[src/rtl/bus_master_arbiter.sv]
// rtl/bus_master_arbiter.sv - round-robin arbiter sharing the CPU bus among secondary masters
module bus_master_arbiter #(
  parameter int NUM_MASTERS = 2,
  parameter int MAX_HOLD    = 64
) (
  input  logic                     clk,
  input  logic                     clk_ce,
  input  logic                     reset,
  input  logic [NUM_MASTERS-1:0]   m_request,
  output logic [NUM_MASTERS-1:0]   m_grant,
  output logic [NUM_MASTERS-1:0]   m_yield,
  input  logic [24*NUM_MASTERS-1:0] m_address,
  input  logic [8*NUM_MASTERS-1:0] m_data_out,
  input  logic [NUM_MASTERS-1:0]   m_write,
  input  logic [NUM_MASTERS-1:0]   m_read,
  input  logic [2*NUM_MASTERS-1:0] m_bus_status,
  output logic                     cpu_bus_request,
  input  logic                     cpu_bus_ack,
  output logic                     bus_ack,
  output logic [23:0]              address_out,
  output logic [7:0]               data_out,
  output logic                     write,
  output logic                     read,
  output logic [1:0]               bus_status
);

  localparam int PW = (NUM_MASTERS > 1) ? $clog2(NUM_MASTERS) : 1;
  localparam int HW = $clog2(MAX_HOLD + 1);
  localparam logic [HW-1:0] HOLD_MAX = HW'(MAX_HOLD);
  localparam logic [PW-1:0] LAST_IDX = PW'(NUM_MASTERS - 1);

  typedef enum logic [2:0] {
    S_IDLE, S_REQUEST, S_GRANT, S_HANDOVER, S_RELEASE
  } state_t;

  state_t          state_q, state_d;
  logic [PW-1:0]   rr_ptr_q, rr_ptr_d;
  logic [PW-1:0]   grant_idx_q, grant_idx_d;
  logic [HW-1:0]   hold_cnt_q, hold_cnt_d;

  logic                   pick_found;
  logic [PW-1:0]          pick_idx;
  logic [NUM_MASTERS-1:0] holder_mask;
  logic                   holder_req;
  logic                   others_req;

  // Round-robin pick: first requester at or after rr_ptr; scanning downward lets the nearest win.
  always_comb begin
    pick_found = 1'b0;
    pick_idx   = '0;
    for (int k = NUM_MASTERS - 1; k >= 0; k--) begin
      if (m_request[(int'(rr_ptr_q) + k) % NUM_MASTERS]) begin
        pick_found = 1'b1;
        pick_idx   = PW'((int'(rr_ptr_q) + k) % NUM_MASTERS);
      end
    end
  end

  // Holder decode and whether anybody else is waiting behind it.
  always_comb begin
    holder_mask = '0;
    holder_mask[grant_idx_q] = 1'b1;
    holder_req = m_request[grant_idx_q];
    others_req = |(m_request & ~holder_mask);
  end

  // State register; reset wins over the clock enable so a reset always clears the bus at once.
  always_ff @(posedge clk) begin
    if (reset) begin
      state_q     <= S_IDLE;
      rr_ptr_q    <= '0;
      grant_idx_q <= '0;
      hold_cnt_q  <= '0;
    end else if (clk_ce) begin
      state_q     <= state_d;
      rr_ptr_q    <= rr_ptr_d;
      grant_idx_q <= grant_idx_d;
      hold_cnt_q  <= hold_cnt_d;
    end
  end

  // Next-state and outputs; all outputs derive from registered state so grant drops on the edge the release is seen.
  always_comb begin
    state_d         = state_q;
    rr_ptr_d        = rr_ptr_q;
    grant_idx_d     = grant_idx_q;
    hold_cnt_d      = hold_cnt_q;
    cpu_bus_request = 1'b0;
    bus_ack         = 1'b0;
    m_grant         = '0;
    m_yield         = '0;
    address_out     = '0;
    data_out        = '0;
    write           = 1'b0;
    read            = 1'b0;
    bus_status      = '0;
    case (state_q)
      S_IDLE: begin
        if (|m_request) state_d = S_REQUEST;
      end
      S_REQUEST: begin
        cpu_bus_request = 1'b1;
        if (cpu_bus_ack) begin
          if (pick_found) begin
            grant_idx_d = pick_idx;
            hold_cnt_d  = '0;
            state_d     = S_GRANT;
          end else begin
            state_d = S_RELEASE;
          end
        end
      end
      S_GRANT: begin
        cpu_bus_request = 1'b1;
        bus_ack         = 1'b1;
        m_grant         = holder_mask;
        address_out     = m_address[24*grant_idx_q +: 24];
        data_out        = m_data_out[8*grant_idx_q +: 8];
        write           = m_write[grant_idx_q];
        read            = m_read[grant_idx_q];
        bus_status      = m_bus_status[2*grant_idx_q +: 2];
        if (hold_cnt_q == HOLD_MAX) m_yield = holder_mask;
        if (!holder_req) begin
          rr_ptr_d = (grant_idx_q == LAST_IDX) ? '0 : grant_idx_q + 1'b1;
          state_d  = others_req ? S_HANDOVER : S_RELEASE;
        end else if (others_req && hold_cnt_q != HOLD_MAX) begin
          hold_cnt_d = hold_cnt_q + 1'b1;
        end
      end
      S_HANDOVER: begin
        cpu_bus_request = 1'b1;
        if (pick_found) begin
          grant_idx_d = pick_idx;
          hold_cnt_d  = '0;
          state_d     = S_GRANT;
        end else begin
          state_d = S_RELEASE;
        end
      end
      S_RELEASE: begin
        if (!cpu_bus_ack) state_d = S_IDLE;
      end
      default: state_d = S_IDLE;
    endcase
  end

endmodule

[config.mk]
export PLATFORM = sky130hd
export DESIGN_NAME = bus_master_arbiter
export DESIGN_NICKNAME = d
export VERILOG_FILES = /design/src/rtl/bus_master_arbiter.sv
export SDC_FILE = /design/constraint.sdc
export NUM_CORES = 1
export LEC_CHECK = 0
export CORE_ASPECT_RATIO = 1.2
export CORE_MARGIN = 4
export CORE_UTILIZATION = 32
export DETAILED_ROUTE_END_ITERATION = 7
export PLACE_DENSITY = 0.82
export SLEW_MARGIN = 10
export SYNTH_ARGS = -nofsm -noshare
export SYNTH_HDL_FRONTEND = slang
export SYNTH_SLANG_ARGS = --single-unit
[constraint.sdc]
create_clock -name clk -period 2.18 [get_ports clk]
set_clock_uncertainty 0.15 [all_clocks]
set_input_delay 0.436 -clock clk [delete_from_list [all_inputs] [get_ports clk]]
set_output_delay 0.436 -clock clk [all_outputs]
set_load 0.01 [all_outputs]
==> results.md <==
- Status: completed
- Startpoint Class: flop
- # Max-Cap Violations: 0
- Worst EP arrival: 1550 ps
- Distinct cells, synth: 41
- Main area contributors after synthesis: mux2i_1, dfxtp_1, nor2_1
- Final Wtd Congestion: 0.815
- Setup TNS: 0 ps
- Hold slack: 337 ps
- Peak VDD IR: 0.000398 V
- Placed Instance Area: 2810 sq um
- Crit. End Element: primary output
- Fill count: 362
- Total CTS buffers: 3
- DRT Pass-1 Iters: 4
- Layout cells sized above 1: 20.0%
- Seq/Total Area, Yosys: 17.5%
- Yosys warning count: 0
- Final-report hold violation count: 0
- Min Tclk post-route: 2140 ps
- Cell count after synthesis: 187
- Reg2Reg Depth: 6
- Worst-path maximum fanout: 29
- RSZ-0062 raised after global routing: no
- Clock sinks: 12
- Yosys reg bits: 12
- CTS tree: built
- Initial DRC Count: 45
- Global-route wire length before repair: 8010 um
- Total congestion overflow: 0
- Chip height: 79.7 um
- Multi-input logic area: 1040 sq um
- Initial antenna violation count: 0
- Worst Path Required: 1590 ps
- Crit Path Class: reg2out
- Max Slew Vio Count: 0
- Reg area: 241 sq um
- Clk slew on worst S/H paths: 50 ps
- Fin cells: 379
- Setup-failing EPs final: 0
- Detailed-route via count: 1919
- I/O Pins: 120
- PwrDens: 296 nW/um^2
- Post-Synthesis Cell Area: 1370 sq um
- H-tree depth: 1
- Initial core utilization: 34.0%
- Wirelength per Cell: 14.3 um
- Port bufs: 119
- Die W: 67.8 um
- Synth top area share: 27.7%
- Total core area: 4040 sq um
- Hold Path Class: reg2reg
- Final instance area: 2750 sq um
- Root Driver: clkbuf_8
- Final nets: 406
- # placed instances: 375
- Clk buf depth: 2
- DRT Wirelength: 5410 um
- Fin crit share: 98.0%
- Slew margin rel.: 72.1%
- Post-DP HPWL: 4540 um
- Mean Syn Cell Area: 7.34 sq um
- Synth Net Count: 267
- DRC errors left: 0
- Ant diodes: 0
- Fmax: 0.468 GHz
- Slew @ Worst Pin: 406 ps
- Worst hold path depth: 2
- Area leader, netlist: mux2i_1
- Total track usage: 18.9%
- Std-Cell Rows: 25
- Clk Latency, worst-skew pair: 240 ps
- Final core occ: 68.1%
- Die area: 5410 sq um
- Synth-to-layout area growth: 100%
- Largest net degree at the start of global routing: 30
- Leak pwr: 0.00113 uW
- Vias/cell: 5.06
- Vias in the first global route: 1760
- ANT nets after route: 0
- Post-CTS Setup Bufs: 0
[cell usage in the layout, fill, tap and decap left out, types with 3 or more instances in the layout]
master,instances
nand2_1,7
a32o_1,4
a31oi_1,3
dfxtp_1,11
a311oi_1,3
clkdlybuf4s15_1,10
buf_4,26
and2_1,3
o21a_1,3
o21ai_0,5
clkbuf_8,4
inv_1,8
clkbuf_2,23
mux2i_1,38
nand3_1,4
nor2b_1,4
nor4_1,3
nor2_1,43
clkdlybuf4s50_1,78
o31ai_1,3
a21oi_1,3
dlygate4sd2_1,7
[repair_timing]
action | 4_1_cts | 5_1_grt
hold buffers | 0 | 0
gates resized for setup | 47 | 56
endpoints found under the setup margin | 41 | 37
cloned | 0 | 0
[synth_stat cells]
cell type	n
nor2_1	43
mux2i_1	38
dfxtp_1	12
clkbuf_1	9
inv_1	8
nand2_1	7
o21ai_0	5
a32o_1	4
nand3_1	4
nor2b_1	4
nor4_1	4
a21oi_1	3
a311oi_1	3
a31oi_1	3
and2_1	3
o21a_1	3
o31ai_1	3
a21boi_0	2
buf_1	2
ha_1	2
nand4_1	2
nor3_1	2
o211ai_1	2
or2_2	2
a211o_1	1
a211oi_1	1
a211oi_4	1
a22oi_1	1
a2bb2oi_1	1
and3_1	1
and3b_1	1
buf_2	1
buf_4	1
buf_6	1
inv_2	1
mux2_2	1
nand2b_1	1
nor4bb_1	1
o22ai_1	1
or2_1	1
or3b_1	1
[metal layers]
layer	vias to the layer above	track usage, %	share of wire [%]	wire [um]
li1	948	-	-	-
met4	0	6.76	2.3	126
met3	15	4.93	12	652
met5	-	0	0	0
met1	857	19.9	36	1960
met2	99	34.9	49	2670
[worst paths after layout]
kind	from	to	slack, ps
setup / recovery	state_q[1]	address_out[12]	40
hold / removal	rr_ptr_q	rr_ptr_q	340
setup reg to reg	grant_idx_q	hold_cnt_q[1]	190
hold reg to reg	rr_ptr_q	rr_ptr_q	340
[cell families after synthesis]
kind of cell	after synthesis	synth area share, %
compound gates	34	18.9
fa+ha+maj	2	1.82
buf+inv	23	7.20
flops	12	17.5
mux	39	28.5
simple gates	77	26.1
[worst max-delay path, cell delays in order, from the launching register on]
cell and delay [ps]:
dfxtp_1 330, or3b_4 420, buf_12 180, nor2_1 110
clkdlybuf4s15_1 250
[metrics by stage]
stage	worst slack [ps]	total power, uW
after floorplan	91.5	363
after global placement	-72.1	585
after detailed placement	-92.5	592
after CTS	0.857	824
after global routing	1.38	861
final	43.8	814
[state kept, by name (all words and copies together) (netlist names)]
| register | flops |
|---|---|
| hold_cnt_q | 7 |
| rr_ptr_q | 1 |
| grant_idx_q | 1 |
| state_q | 3 |
[power breakdown]
| group | internal [uW] | leakage, uW | total, uW | switching (uW) |
|---|---|---|---|---|
| sequential | 226 | 0.0000976 | 231 | 4.30 |
| clock | 160 | 0.0000288 | 241 | 81.9 |
| combinational | 217 | 0.00100 | 342 | 126 |
[layout make-up]
cell class,instances,share of cell area (%)
Sequential cell,12,8.78
Inverter,9,1.23
Multi-Input combinational cell,152,37.9
Tap cell,54,2.46
Timing Repair Buffer,148,47.6
Clock buffer,4,2.00
(Power assumes the default switching activity.)
